<file path="config.mk">
export PLATFORM = sky130hd
export DESIGN_NAME = tpic2mem
export DESIGN_NICKNAME = d
export VERILOG_FILES = /design/src/rtl/tpic2mem.sv
export SDC_FILE = /design/constraint.sdc
export NUM_CORES = 1
export LEC_CHECK = 0
export BUFFER_PORTS_ARGS = -buffer_cell sky130_fd_sc_hd__buf_2
export CAP_MARGIN = 20
export CORE_MARGIN = 2
export CORE_UTILIZATION = 40
export CTS_BUF_LIST = sky130_fd_sc_hd__clkbuf_4
export DETAILED_ROUTE_END_ITERATION = 7
export GPL_TIMING_DRIVEN = 0
export PLACE_DENSITY_LB_ADDON = 0.1
export SLEW_MARGIN = 20
export SYNTH_ARGS = -nofsm -noshare
export SYNTH_HDL_FRONTEND = slang
export SYNTH_SLANG_ARGS = --single-unit
</file>
<file path="constraint.sdc">
create_clock -name clk -period 3.2 [get_ports clk]
set_clock_uncertainty 0.2 [all_clocks]
set_input_delay 0.32 -clock clk [delete_from_list [all_inputs] [get_ports clk]]
set_output_delay 0.32 -clock clk [all_outputs]
set_load 0.005 [all_outputs]
</file>
<file path="src/rtl/tpic2mem.sv">
// ============================================================================
// Module      : tpic2mem
// Description : TPIC serial link receiver. Synchronizes the asynchronous
//               sclk/sin/rck/en_n link, shifts bits LSB first, and rebuilds
//               the parallel word on each rck rising edge. Frames with a
//               bad bit count, with en_n high, or with an sclk/rck collision
//               raise frame_err and advance a saturating error counter.
// Revision    : 1.0 - initial release
// ============================================================================
`default_nettype none

module tpic2mem #(
  parameter int WIDTH = 16,
  parameter int ERR_W = 16
) (
  input  logic             clk,
  input  logic             reset,
  input  logic             sclk_in,
  input  logic             sin,
  input  logic             rck_in,
  input  logic             en_n_in,
  output logic [WIDTH-1:0] data,
  output logic             data_valid,
  output logic             frame_err,
  output logic [ERR_W-1:0] err_cnt
);

  // bit_cnt must hold 0..WIDTH+1 so an over-long frame stays distinguishable
  localparam int CNT_W = $clog2(WIDTH + 2);
  localparam logic [CNT_W-1:0] c_CNT_FULL = CNT_W'(WIDTH);
  localparam logic [CNT_W-1:0] c_CNT_SAT  = CNT_W'(WIDTH + 1);

  localparam logic [1:0] c_ST_IDLE  = 2'd0;
  localparam logic [1:0] c_ST_SHIFT = 2'd1;
  localparam logic [1:0] c_ST_LATCH = 2'd2;

  logic [2:0]       r_sclk_sync;
  logic [2:0]       r_rck_sync;
  logic [1:0]       r_sin_sync;
  logic [1:0]       r_en_n_sync;
  logic [WIDTH-1:0] r_sreg;
  logic [CNT_W-1:0] r_bit_cnt;
  logic [1:0]       r_state;
  logic [WIDTH-1:0] r_data;
  logic             r_data_valid;
  logic             r_frame_err;
  logic [ERR_W-1:0] r_err_cnt;

  logic w_sclk_rise;
  logic w_rck_rise;
  logic w_sin;
  logic w_en_n;
  logic w_good;

  // Two-flop synchronizers; sclk/rck get a third stage for edge detection.
  // sin uses the same depth as sclk so the sampled bit lines up with the edge.
  always_ff @(posedge clk or posedge reset) begin
    if (reset) begin
      r_sclk_sync <= 3'b000;
      r_rck_sync  <= 3'b000;
      r_sin_sync  <= 2'b00;
      r_en_n_sync <= 2'b11;
    end else begin
      r_sclk_sync <= {r_sclk_sync[1:0], sclk_in};
      r_rck_sync  <= {r_rck_sync[1:0], rck_in};
      r_sin_sync  <= {r_sin_sync[0], sin};
      r_en_n_sync <= {r_en_n_sync[0], en_n_in};
    end
  end

  assign w_sclk_rise = r_sclk_sync[1] & ~r_sclk_sync[2];
  assign w_rck_rise  = r_rck_sync[1] & ~r_rck_sync[2];
  assign w_sin       = r_sin_sync[1];
  assign w_en_n      = r_en_n_sync[1];

  // A frame is good only inside an enabled frame with exactly WIDTH bits and
  // no shift edge colliding with the latch edge.
  assign w_good = (r_state == c_ST_SHIFT) & ~w_en_n & (r_bit_cnt == c_CNT_FULL) & ~w_sclk_rise;

  // Link state: IDLE while disabled, SHIFT while enabled, LATCH for the one
  // clock that emits the end-of-frame pulse.
  always_ff @(posedge clk or posedge reset) begin
    if (reset) begin
      r_state <= c_ST_IDLE;
    end else if (w_rck_rise) begin
      r_state <= c_ST_LATCH;
    end else if (w_en_n) begin
      r_state <= c_ST_IDLE;
    end else begin
      r_state <= c_ST_SHIFT;
    end
  end

  // Shift register and bit counter; a latch edge always restarts the count
  // and discards any shift edge arriving in the same clock.
  always_ff @(posedge clk or posedge reset) begin
    if (reset) begin
      r_sreg    <= '0;
      r_bit_cnt <= '0;
    end else if (w_rck_rise) begin
      r_bit_cnt <= '0;
    end else if (w_en_n) begin
      r_bit_cnt <= '0;
    end else if (w_sclk_rise) begin
      r_sreg <= {w_sin, r_sreg[WIDTH-1:1]};
      if (r_bit_cnt != c_CNT_SAT) begin
        r_bit_cnt <= r_bit_cnt + 1'b1;
      end
    end
  end

  // Frame-end outputs: publish a good word or flag and count the error.
  always_ff @(posedge clk or posedge reset) begin
    if (reset) begin
      r_data       <= '0;
      r_data_valid <= 1'b0;
      r_frame_err  <= 1'b0;
      r_err_cnt    <= '0;
    end else begin
      r_data_valid <= 1'b0;
      r_frame_err  <= 1'b0;
      if (w_rck_rise) begin
        if (w_good) begin
          r_data       <= r_sreg;
          r_data_valid <= 1'b1;
        end else begin
          r_frame_err <= 1'b1;
          if (!(&r_err_cnt)) begin
            r_err_cnt <= r_err_cnt + 1'b1;
          end
        end
      end
    end
  end

  assign data       = r_data;
  assign data_valid = r_data_valid;
  assign frame_err  = r_frame_err;
  assign err_cnt    = r_err_cnt;

endmodule

`default_nettype wire

</file>
**After elaboration in Yosys (flattened, before gate mapping)**

Cells that the tools add are included.

- Register bits after elaboration: 67
- Input bits: 6

- $add $sub $neg: 2
- Equality and inequality tests: 3
- Multiplexer cells: 10
- Bitwise logic cells: 12
- Reduce and logical (&&, ||, !) cells: 7

Operators by type and width:

| cell | number |
|---|---|
| 2-to-1 mux 5 bit | 4 |
| adder 16 x 1 -> 16 bit, second input constant | 1 |
| AND reduction 16 bit | 1 |
| NOT 1 bit | 7 |
| AND reduction 3 bit | 2 |
| nonzero test 3 bit | 2 |
| adder 5 x 1 -> 5 bit, second input constant | 1 |
| bitwise AND 1 bit | 5 |
| equality test 5 bit, second input constant | 1 |
| 2-to-1 mux 1 bit | 5 |
| != test 5 bit, second input constant | 1 |
| AND reduction 2 bit | 2 |
| equality test 2 x 1 -> 1 bit, second input constant | 1 |
| 2-to-1 mux 2 bit | 1 |

**Logic depth before layout (Yosys ltp)**

Gate-level depths: netlist of the first run.

- Word-level depth: 6
- Gate-level depth with buffers: 7

**Worst setup path before layout of the first run**

No wires, ideal clock.

- Path type: reg2reg
- From: register r_bit_cnt[0]
- To: register r_err_cnt[1] (netlist: err_cnt[1])
- Arrival: 1.770 ns
- Required time: 2.872 ns
- Slack: 1.102 ns
- Stages on the path, launching flop included: 7
- Period minus slack after synthesis: 2.098 ns
- Cell sequence: dfrtp_1 inv_1 ha_1 nor4bb_4 a311oi_4 a21boi_4 mux2_1

- Cells in the longest elaborated chain, start to end: 5

RTL lines:

| element | RTL line | RTL |
|---|---|---|
| start: declaration | 42 | `logic [CNT_W-1:0] r_bit_cnt;` |
| start signal: assignment | 107 | `r_bit_cnt <= r_bit_cnt + 1'b1;` |
| equality test 5 bit | 78 | `assign w_good = (r_state == c_ST_SHIFT) & ~w_en_n & (r_bit_cnt == c_CNT_FULL) & ~w_sclk_rise;` |
| bitwise AND 1 bit (2 in a row) | 78 |  |
| NOT 1 bit (no source line) | n/a |  |
| AND reduction 3 bit (no source line) | n/a |  |
| end signal: assignment | 129 | `r_err_cnt <= r_err_cnt + 1'b1;` |
| end: declaration | 47 | `logic [ERR_W-1:0] r_err_cnt;` |

No other way between the ends.
A chain may end at the register's enable or synchronous reset.

**Final worst setup path of the first run**

Ends and elaborated chain as after synthesis.

==> flow_results.org, run 1 <==
** Power
- Switching part of the total power :: 26.78%
- Combinational share of power :: 10.7%
- The share of total power dissipated in the clock network is 30.4%.
- Internal Dissipation :: 1.260 mW
- For this design the ratio of total power to cell area is 538.5 nW/um^2.
- In this run the power spent charging and discharging nets is 0.4611 mW.
- Leakage power summed over all cells :: between 1.5 and 2 nW
- Sequential cell fraction of total power :: around three fifths
- IR analysis of the VDD net gives a maximum drop of roughly 240 uV.

** Critical path
- For the worst setup path, the data required time is 3290 ps.
- STA classifies the critical path startpoint as a flop.
- Grouping stages by cell kind, the critical path spends the most delay in compound AO/OA/AOI/OAI gates.
- Setup Crit Path Kind :: flop to flop
- The number of buffers and inverters on the critical path is 1.
- Critical path capture point type :: flop
- Maximum fanout along the worst path :: 9
- Max incr delay on CP :: 450 ps
- Traced cell by cell, the critical path runs through inv_1 > ha_1 > nor4bb_4 > a311oi_4 > a21boi_4 > mux2_1.
- CP Data Arrival Time :: about 2400 ps
- On the critical path, the stage with the largest delay is an instance of dfrtp_1.
- R2R setup slack :: 890 ps

** Yosys
- Flip-flop and latch count after synthesis :: between 60 and 70
- The biggest area contributor in the post-synthesis netlist is dfrtp_1.
- Synthesized area per cell :: 14.24 sq um
- Cell Area, Synth :: 2706 sq um
- Mapped Nets :: 200
- Top-area cell type share of the netlist area :: between 60 and 70%
- Sequential cells were found to cover 62.04% of the synthesized design area.
- In the post-synthesis netlist, the biggest area contributors are dfrtp_1 60%, mux2_2 11%, xnor2_1 3.9%, mux2_1 2.5%, dfstp_2 1.9%.
- Number of cells produced by synthesis :: 190
- Count of warnings emitted by yosys :: 0
- The synthesized netlist contains 35 unique library cells.

** CTS
- Clock-pin slew was measured on the worst setup and hold paths at roughly 110 ps.
- Number of buffers created by CTS :: 9
- TritonCTS clock tree :: yes
- Insertion delay to the later sink of the worst-skew pair :: 400 ps
- Root buffer selected by CTS :: clkbuf_4
- After clock tree synthesis, the setup repair step added 0 buffers.
- TritonCTS sink count :: 67
- Clock Tree Buf Depth :: 2
- The clock tree synthesis step divided the H-tree into 3 levels.

** STA
- The worst path meets setup with 885.8 ps of slack.
- Max Fclk :: 432.1 MHz
- For the pin with the worst max-slew slack, the measured transition is 497.0 ps.
- Of the available clock period, the critical path in the final layout requires around 72%.
- Setup total negative slack on the finished layout was measured at 0 ps.
- The clock period could shrink to 2314 ps.
- Setup repair after global routing missed its margin :: false
- Setup violations remaining at the end of the flow were counted as 0.
- In this run the tightest slew margin relative to its limit is 66.34%.
- The number of hold violations in the final report was 0.
- Number of max-slew violations in the final report :: 0

** Finish
- The post-route netlist has 38.65% of its cells at a drive strength greater than 1.
- 0 antenna diodes ended up in the layout.
- Cell Count, Final, Fillers Out :: between 300 and 400
- The library cells used most frequently in the layout, excluding fill and tap cells, are 65 x dfrtp_1, 41 x buf_2, 27 x mux2_2, 14 x nor2_1, 12 x xnor2_1.
- Number of fillers in the final layout :: 594
- Final net count :: 256
- The library cell used most frequently in the layout, excluding fill and tap cells, is dfrtp_1.
- Relative area change from synthesis to final layout :: 18.12%

** Detailed routing
- For this block, the via count after detailed routing is between 1500 and 2000.
- Mean routed wirelength per cell :: 13.37 microns
- The count of nets left with antenna violations once routing finished came out at 0.
- The pre-antenna-repair detailed-routing pass consisted of 5 iterations.
- The first routing iteration left 37 violations.
- Vias per cell :: 4.820
- The final layout contains routed wiring with a total length of 4386 microns.
- For this run, design rule violations remaining after detail routing come to 0.

** Status
- The run finished with clean final reports.

** Die
- The floorplan step set the die width to ~86 microns.
- Measured along the y axis, the die boundary spans 86.26 microns.
- The floorplan step defined a die boundary enclosing ~7400 sq um.
- The core region is 6459 sq um.
- After floorplanning, the core was divided into 29 placement rows.
- 40 I/O pins were placed.
- Initial Utilization :: a little over two fifths

** Placed design
- The congestion estimate from routability-driven global placement came to 0.7147.
- Dpl cells :: 307
- Post-detailed-placement half-perimeter wirelength :: just under 3000 microns
- Worst slack at placement :: a little under 900 ps
- Count of buffers inserted at the top-level ports :: 39

** Min path
- Min-delay worst type :: flop to flop

** Global route
- Number of global-route vias before repair :: 1516
- Summed over all layers, the global routing overflow is 0.
- Number of antenna violations at the first check in global routing :: 0
- Total global routing track utilization :: approximately an eighth
- Maximum number of pins on one net before global-route repair :: 43
- Global-route wire length before repair :: 7465 microns

** Flow run
- Across the run, the number of max-cap violations was 0.
[cell families after synthesis]
group / count (synthesis) / synth area share [%]
compound gates: 8 / 3.052
xor+xnor: 17 / 5.502
fa+ha+maj: 4 / 1.849
buf+inv: 12 / 1.896
flops: 67 / 62.04
mux: 34 / 14.10
simple gates: 48 / 11.56
[through the flow]
| step | util [%] | total power [mW] | hold slack (ps) | cell area (sq um) |
|---|---|---|---|---|
| final | 49.50 | 1.721 | 160.2 | 3197 |
| after global routing | 49.50 | 1.836 | 168.0 | 3197 |
| after CTS | 49.50 | 1.751 | 162.6 | 3197 |
| after detailed placement | 46.76 | 1.218 | 122.8 | 3020 |
| after global placement | 46.42 | 1.208 | 133.5 | 2998 |
| after floorplan | - | 1.133 | 124.5 | 2706 |
[sequential cells by signal, indices dropped and copies added, names as in the netlist]
name,count
data,16
data_valid,1
err_cnt,16
frame_err,1
r_bit_cnt,5
r_en_n_sync,2
r_rck_sync,3
r_sclk_sync,3
r_sin_sync,2
r_sreg,16
r_state,2
[routing by layer]
| layer | GRT usage [%] | part of all wire, % | vias up |
|---|---|---|---|
| met1 | 18.99 | 51 | 768 |
| met3 | 4.190 | 4.3 | 9 |
| met5 | 0 | 0 | - |
| met4 | 8.097 | 2.3 | 0 |
| met2 | 17.69 | 43 | 35 |
| li1 | - | - | 769 |
[power by group through the flow]
stage	combinational (mW)	sequential, mW	clock, mW
final	0.185	1.01	0.523
after global routing	0.210	1.03	0.592
after CTS	0.190	1.02	0.545
after detailed placement	0.186	1.03	0
after global placement	0.178	1.03	0
after floorplan	0.120	1.01	0
[worst reg2reg max path, stage by stage (launching register included)]
cell	delay, ps
dfrtp_1	450
inv_1	70
ha_1	200
nor4bb_4	170
a311oi_4	400
a21boi_4	390
mux2_1	350
[worst paths after layout]
check                              start        endpoint  cells past startpoint
max                         r_bit_cnt[0]      err_cnt[1]                      6
min                        r_sin_sync[0]   r_sin_sync[1]                      0
max reg2reg                 r_bit_cnt[0]      err_cnt[1]                      6
min reg2reg                r_sin_sync[0]   r_sin_sync[1]                      0
max in group asynchronous          reset  r_en_n_sync[0]                      4
min in group asynchronous          reset         data[1]                      3
[Yosys cell counts (all sizes together)]
| cell | count |
|---|---|
| and4 | 1 |
| nand2 | 8 |
| mux2 | 33 |
| a31oi | 1 |
| a311oi | 1 |
| a21oi | 3 |
| nor4bb | 1 |
| or2 | 2 |
| a21boi | 2 |
| dfrtp | 65 |
| and3 | 1 |
| inv | 8 |
| ha | 4 |
| nor2b | 1 |
| xor2 | 5 |
| nor4 | 1 |
| o311ai | 1 |
| buf | 3 |
| nand4 | 8 |
| nor3b | 1 |
| nor2 | 16 |
| clkbuf | 1 |
| nand3 | 7 |
| dfstp | 2 |
| xnor2 | 12 |
| nand2b | 1 |
| mux2i | 1 |
[cell type report]
class	count	area, sq um	area share (%)
sequential	67	1679	52.52
multi-input combinational	111	975.9	30.53
timing repair buffer	45	265.3	8.297
tap	77	96.34	3.014
clock buffer	9	67.56	2.114
clock inverter	7	58.81	1.840
inverter	8	32.53	1.018
buffer	4	21.27	0.6654
[repair_timing]
item | 4_1_cts | 5_1_grt
resized for setup | 0 | 0
hold buffers | 5 | 0
hold endpoints to repair | 29 | 0
Power figures use the tool's default switching activity.
==> inputs of run 2 (changes only) <==
--- a/config.mk
+++ b/config.mk
@@ -5,6 +5,7 @@
 export SDC_FILE = /design/constraint.sdc
 export NUM_CORES = 1
 export LEC_CHECK = 0
+export ABC_AREA = 1
 export BUFFER_PORTS_ARGS = -buffer_cell sky130_fd_sc_hd__buf_2
 export CAP_MARGIN = 20
 export CORE_MARGIN = 2
==> constraint.sdc (replaced) <==
create_clock -name clk -period 2.3 [get_ports clk]
set_clock_uncertainty 0.2 [all_clocks]
set_input_delay 0.23 -clock clk [delete_from_list [all_inputs] [get_ports clk]]
set_output_delay 0.23 -clock clk [all_outputs]
set_load 0.005 [all_outputs]
==> run 2 against run 1 <==
Global-route usage is 2.7 points higher. Synthesized cell count grew 86%. Setup slack worse by 420 ps. Worst hold slack got worse by 22 ps. Sequential cell count stayed put. Via count is 48% higher.
==> flow_results.org, run 2 <==
** Detailed routing
- Vias per cell :: 4.519
- For this run, design rule violations remaining after detail routing come to 0.
- Initial DRC count :: between 90 and 100
- Via count :: 2332
- Once detail routing completed, the nets flagged for antenna violations numbered 0.
- In the final routed layout, each cell accounts on average for 11.66 microns.
- The first detailed-routing pass took 4 iterations.
- Wires add up to 6017 microns.

** Global route
- Entering global routing, the biggest net connects 39 pins.
- Number of antenna violations at the first check in global routing :: 0
- The first global-routing pass estimated around 11000 microns of wire.
- The via count of the first global-routing pass was about 2300.
- Total global routing track utilization :: around 16%
- Global routing finished with a remaining overflow of 0.

** STA
- Number of setup violations in the final report :: 0
- The clock period could shrink to 1830 ps.
- Setup repair after global routing left no endpoint under its margin.
- The number of hold violations in the final report is 0.
- Slew @ Worst Pin :: 551.8 ps
- The count of final max-slew check failures came to 0.
- Timing would allow up to 546.5 MHz.
- In this run the tightest slew margin relative to its limit is a little over three fifths.
- Period Utilization, post-route :: 79.56%

** Critical path
- The number of cells on the worst reg-to-reg path is 8.
- Slowest cell on the critical path :: dfrtp_1
- Top cell by count, worst path :: nand2_1
- STA puts the critical path data arrival time at 1930 ps.
- The worst register-to-register path has a setup slack of 470 ps.
- In this design, the stage delay of the slowest critical-path cell is 440 ps.
- The startpoint identified for the worst register-to-register timing path is r_bit_cnt[0].
- The critical path is of the flop to flop type.
- STA puts the critical path data required time at 2400 ps.
- Critical path capture point type :: flop
- The worst register-to-register path ends at data[3].
- Traced cell by cell, the critical path runs through inv_1 > ha_1 > nand2_1 > nor2_4 > nand2_8 > buf_2 > o21ai_1 > nand2_1.
- Maximum fanout along the worst path :: 10
- Startpoint Class :: flop

** Finish
- Relative area change from synthesis to final layout :: 16.44%
- The number of antenna diodes in the final layout is 0.
- Share of layout cells above drive strength 1 :: between 20% and 30%
- The filler cells instantiated in the layout total 763.
- After the last flow step, the layout net total stands at 419.
- FF+latch area :: 1679 sq um
- In the layout the commonest cells are 135 x nand2_1, 65 x dfrtp_1, 41 x buf_2, 29 x nand3_1, 19 x nor2_1.
- Cell Count, Final, Fillers Out :: between 500 and 600
- The multi-input combinational cells in the finished layout cover a total of approximately 1300 sq um.
- Leaving out fill and tap cells, the most frequent cell in the layout is nand2_1.
- Final design area excluding fillers :: 3598 sq um

** Die
- Cell row count :: 32
- The region available for standard cell placement spans 7607 sq um.
- Initial Utilization :: 40.63%
- Measured along the x axis, the die boundary spans 91.90 microns.
- Io pins :: 40
- Die ar. :: 8446 sq um
- The die is 91.90 microns tall.

** Yosys
- For this run, the number of Yosys warnings is 0.
- Number of cells produced by synthesis :: 353
- Ranked by total cell area, the synthesized netlist is headed by dfrtp_1 53%, nand2_1 16%, nand3_1 4.7%, nand2_2 2.4%, inv_1 2.3%.
- Top-area cell type share of the netlist area :: 52.63%
- Cell Area, Synth :: about 3100 sq um
- Fraction of registers with async set or reset after synthesis :: 100.0%
- Primary FF master, synth :: dfrtp_1
- Most common cell in the synthesized netlist :: nand2_1
- EDFF count, synth :: 0
- Synthesized area per cell :: 8.755 sq um
- In the synthesized netlist, the cells that appear most often are 135 x nand2_1, 65 x dfrtp_1, 29 x nand3_1.
- Cell variety after synth :: 29
- The largest total area in the synthesized netlist belongs to dfrtp_1.
- Seq/Total Area, Yosys :: 54.33%
- Counting flops and latches in the post-synthesis netlist gives 67.
- The number of nets handed over by synthesis was about 360.

** CTS
- Clock Tree Buf Depth :: 2
- After clock tree synthesis, the setup repair step added 0 buffers.
- Maximum level of the CTS H-tree :: 3
- CTS clock-pin slew for the worst setup and hold paths :: 120 ps
- In this run, CTS created clock tree buffers numbering 9.
- At the later pin of the worst-skew pair, clock insertion delay measures roughly 400 ps.
- Counting every sink on the clock net gives 67.
- TritonCTS clock tree :: yes
- CTS placed an instance of clkbuf_4 at the clock tree root.

** Flow run
- Max-capacitance violation count :: 0

** Power
- The analysis attributes to cell leakage a power of 1.897 nW.
- Sequential cell fraction of total power :: 59.7%
- Switching part of the total power :: around 30%
- The share of total power dissipated in the clock network is approximately 28%.
- Internal Dissipation :: 1.600 mW
- Dividing total power by cell area gives a power density of 636.9 nW/um^2.
- Combinational share of power :: 11.8%
- In this run the power spent charging and discharging nets is slightly below 0.7 mW.
- VDD sags by at most around 300 uV.

** Placed design
- In this run, placement finished with an instance count of 495.
- Placement Cell Area :: 3436 sq um
- At the end of routability-driven placement, the weighted congestion stood at a little over 0.8.
- Summed over all nets, the half-perimeter wirelength after detailed placement is 4302 microns.
- Count of buffers inserted at the top-level ports :: 39

** Min path
- Min-delay worst type :: input port to async pin

** Status
- The flow ran to the end, and the final reports show no timing, DRC or antenna violations.
run 2: power by group through the flow:
stage	clock network, mW	logic, mW	registers, mW
floorplan	0	0.186	1.38
global placement	0	0.259	1.39
detailed placement	0	0.269	1.39
CTS	0.687	0.276	1.37
global route	0.744	0.312	1.39
finish	0.654	0.269	1.37
run 2: layout make-up:
cell class / instances / share of cell area [%]
inverter: 24 / 2.573
timing repair buffer: 45 / 7.371
multi-input combinational: 253 / 34.98
sequential: 67 / 46.66
buffer: 9 / 1.739
clock inverter: 7 / 1.252
tap: 102 / 3.547
clock buffer: 9 / 1.878
run 2: what timing repair did:
item	CTS	global route
hold buffers	5	0
endpoints found under the hold margin	69	0
resized for setup	0	0
run 2: metal layers:
layer  vias to the layer above  global-route usage [%]  share of wire (%)
li1                       1233                       -                  -
met1                      1059                   21.70                 51
met2                        34                   25.31                 44
met3                         6                   4.191                3.8
met4                         0                   5.224                1.2
met5                         -                       0                  0
run 2: how the worst max path moves through the flow:
stage,from,endpoint,cells past startpoint
finish,r_bit_cnt[0],data[3],8
CTS,err_cnt[0],err_cnt[2],10
global placement,reset,r_rck_sync[0],2
detailed placement,err_cnt[0],err_cnt[2],10
floorplan,reset,data[0],1
global route,err_cnt[0],err_cnt[0],10
run 2: per-stage QoR:
stage               setup TNS, ps  worst slack [ps]  total power [mW]  util [%]  hold WS, ps
finish                          0             470.2             2.292     47.30        138.1
global route                    0             319.5             2.445     47.30        147.3
CTS                             0             450.6             2.333     47.30        139.3
detailed placement              0             484.4             1.662     45.16        52.12
global placement           -44260            -684.5             1.647     44.87        133.7
floorplan                       0             190.2             1.562         -        34.48
run 2: critical path, delay by kind of cell, from the launching register on:
family	cells	cell delay, ps
AO/OA/AOI/OAI	1	170
flip-flops	1	440
buffers and inverters	2	320
adder cells (fa/ha/maj)	1	150
AND/OR/NAND/NOR	4	440
run 2: cell families after synthesis:
logic type	after synthesis	share of synthesized area (%)
flops	67	54.33
simple gates	215	32.43
xor+xnor	8	2.267
buf+inv	33	4.939
compound gates	26	4.413
fa+ha+maj	4	1.619
==> inputs of run 3 (changes only) <==
==> constraint.sdc (replaced) <==
create_clock -name clk -period 1.9 [get_ports clk]
set_clock_uncertainty 0.2 [all_clocks]
set_input_delay 0.19 -clock clk [delete_from_list [all_inputs] [get_ports clk]]
set_output_delay 0.19 -clock clk [all_outputs]
set_load 0.005 [all_outputs]
==> run 3 against run 2 <==
Non-clock buffer count rose by 3. Sequential power rose by 21%. Final cell count rose by 0.58%. Worst hold slack got worse by 19 ps. Via count rose by 2.4%. Register-to-register slack got worse by 330 ps. Maximum frequency rose by 4.1%. Combinational power rose by 34%. Critical path depth did not move. Clock power rose by 64%. Clock-buffer cell count did not move. Critical path type unchanged.
==> flow_results.org, run 3 (synthesis results as in run 2) <==
** Global route
- The first global-routing pass estimated 10730 microns of wire.
- Global routing used 16.05% of the available tracks.
- The number of antenna violations at the first check in global routing came to 0.
- The via count of the first global-routing pass was 2278.
- Entering global routing, the biggest net connects 30 pins.
- For this run the aggregate overflow at the end of global routing stands at 0.

** Detailed routing
- Antenna Nets Post-Route :: 0
- Vias per cell :: around 4.6
- Via count :: 2389
- Aggregate routed wire length :: 6072 microns
- After detailed routing, the number of remaining DRC violations is 0.
- In the final routed layout, each cell accounts on average for approximately 12 microns.
- Initial DRC count :: 94
- 1st-pass router iterations :: 4

** Power
- The analysis attributes to cell leakage a power of 1.939 nW.
- Dividing total power by cell area gives a power density of 833.6 nW/um^2.
- Overall power consumption :: about 3.1 mW
- The worst-case IR drop observed on VDD is 325.3 uV.

** STA
- In this run the tightest slew margin relative to its limit is 66.35%.
- Max Fclk :: 569.0 MHz
- After layout, the minimum clock period comes to 1758 ps.
- The count of final max-slew check failures is 0.
- Setup TNS after final layout :: 0 ps
- Once routing completed, OpenROAD measured the worst setup slack at about 140 ps.
- Number of setup violations in the final report :: 0
- Setup repair after global routing missed its margin :: false
- For the pin with the worst max-slew slack, the measured transition is 504.8 ps.
- In the finished design, the share of the clock period the worst path needs comes to 92.50%.
- The number of hold violations in the final report is 0.
- Worst hold slack :: 119.3 ps

** Critical path
- WP buf/inv :: 2
- Max incr delay on CP :: just over 400 ps
- Worst-path cell chain :: inv_1 > ha_1 > nand2_1 > nor2_4 > nand2_8 > buf_2 > o21ai_1 > nand2_1
- Critical path capture point type :: flop
- Data arrives at the worst endpoint at approximately 1900 ps.
- Slowest cell on the critical path :: dfrtp_1
- Top cell by count, worst path :: nand2_1
- Startpoint Class :: flop
- Critical path's top delay family :: simple AND/OR/NAND/NOR gates
- By startpoint and endpoint, the worst setup path is classified as flop to flop.
- Along the worst path, the maximum fanout reaches 10.
- Data on the critical path is required at its endpoint by 2000 ps.

** Placed design
- Dpl cells :: 496
- Before CTS, the worst setup slack after placement is ~81 ps.
- Routability-driven placement congestion ratio :: slightly above 0.8
- Post-detailed-placement half-perimeter wirelength :: 4325 microns
- In this run the cell area measured after placement is 3465 sq um.
- Count of buffers inserted at the top-level ports :: 39

** Flow run
- Across the run, the number of max-cap violations was 0.

** Finish
- Final net count :: between 400 and 500
- For this run, the share of the core covered by cells in the final layout is between 40 and 50%.
- The number of antenna diodes in the final layout is 0.
- Fill cells in the final layout number 756.
- FF+latch area :: 1682 sq um
- Final design area excluding fillers :: 3705 sq um
- Top library cells by usage in the layout, fill and taps aside :: 135 x nand2_1, 63 x dfrtp_1, 41 x buf_2, 29 x nand3_1, 19 x nor2_1
- After the flow finishes, the layout carries non-filler instances totaling 519.
- Leaving out fill and tap cells, the most frequent cell in the layout is nand2_1.
- The area growth from synthesis to layout is 19.88%.
- In the final layout, the share of cells above drive strength 1 is 23.98%.
- Area of the multi-input gates :: 1271 sq um

** Die
- During I/O placement, the number of pins put on the boundary was 40.
- The floorplan has 32 rows.
- Measured along the y axis, the die boundary spans 91.90 microns.
- Initial Utilization :: 40.63%
- Die ar. :: ~8400 sq um
- The floorplan step set the die width to 91.90 microns.
- Area inside the core boundary :: around 7600 sq um

** Status
- Result of the run :: finished clean

** CTS
- Number of buffers created by CTS :: 9
- Clock Tree Buf Depth :: 2
- For this design, the sink count on the clock tree is 67.
- Root buffer selected by CTS :: clkbuf_4
- Maximum level of the CTS H-tree :: 3
- The clock reaches the later pin of the worst-skew pair after between 400 and 500 ps.
- TritonCTS built the clock tree.
- CTS clock-pin slew for the worst setup and hold paths :: 130 ps

** Min path
- The tightest min-delay check is of the input port to async pin type.
-- run 3: cell count changes in the layout (fill, tap and decap cells not counted), sizes merged --
cell / previous run / this run
buf: 45 / 48
bufinv: 0 / 2
clkinvlp: 3 / 2
inv: 23 / 22
-- run 3: repair_timing --
action | in CTS | in global routing
setup buffers | 0 | 2
hold buffers | 5 | 0
gates resized for setup | 0 | 4
endpoints found under the setup margin | 0 | 18
hold endpoints to repair | 42 | 0
-- run 3: power by group --
group | switching [mW] | internal (mW)
Combinational | 0.197 | 0.163
Clock | 0.536 | 0.529
Sequential | 0.118 | 1.54
Total | 0.851 | 2.24
-- run 3: path summary, 6_finish.rpt --
kind	startpoint	endpoint	slack, ps	cells after the start
max reg2reg	r_bit_cnt[1]	data[0]	140	8
max	r_bit_cnt[1]	data[0]	140	8
min	reset	err_cnt[4]	120	3
min reg2reg	r_rck_sync[0]	r_rck_sync[1]	160	0
min in group clk	r_rck_sync[0]	r_rck_sync[1]	160	0
max in group asynchronous	reset	r_en_n_sync[0]	630	5
-- run 3: cell type report --
class                           instances  share of cell area (%)
Sequential cell                        67                   45.39
Multi-Input combinational cell        253                   34.31
Timing Repair Buffer                   48                   8.308
Tap cell                              102                   3.445
Inverter                               24                   2.533
Clock inverter                          7                   2.499
Clock buffer                            9                   1.824
Buffer                                  9                   1.689
-- run 3: worst reg2reg max path: stages (launching register included) --
cell	delay (ps)
dfrtp_1	410
inv_1	90
ha_1	140
nand2_1	90
nor2_4	190
nand2_8	110
buf_2	220
o21ai_1	150
nand2_1	60
-- run 3: metal layers --
metal | GRT usage [%] | routed length (microns) | up-vias
met1 | 22.35 | 2969 | 1090
met5 | 0 | 0 | -
li1 | - | - | 1234
met4 | 7.463 | 118 | 0
met2 | 24.45 | 2709 | 55
met3 | 2.794 | 274 | 10
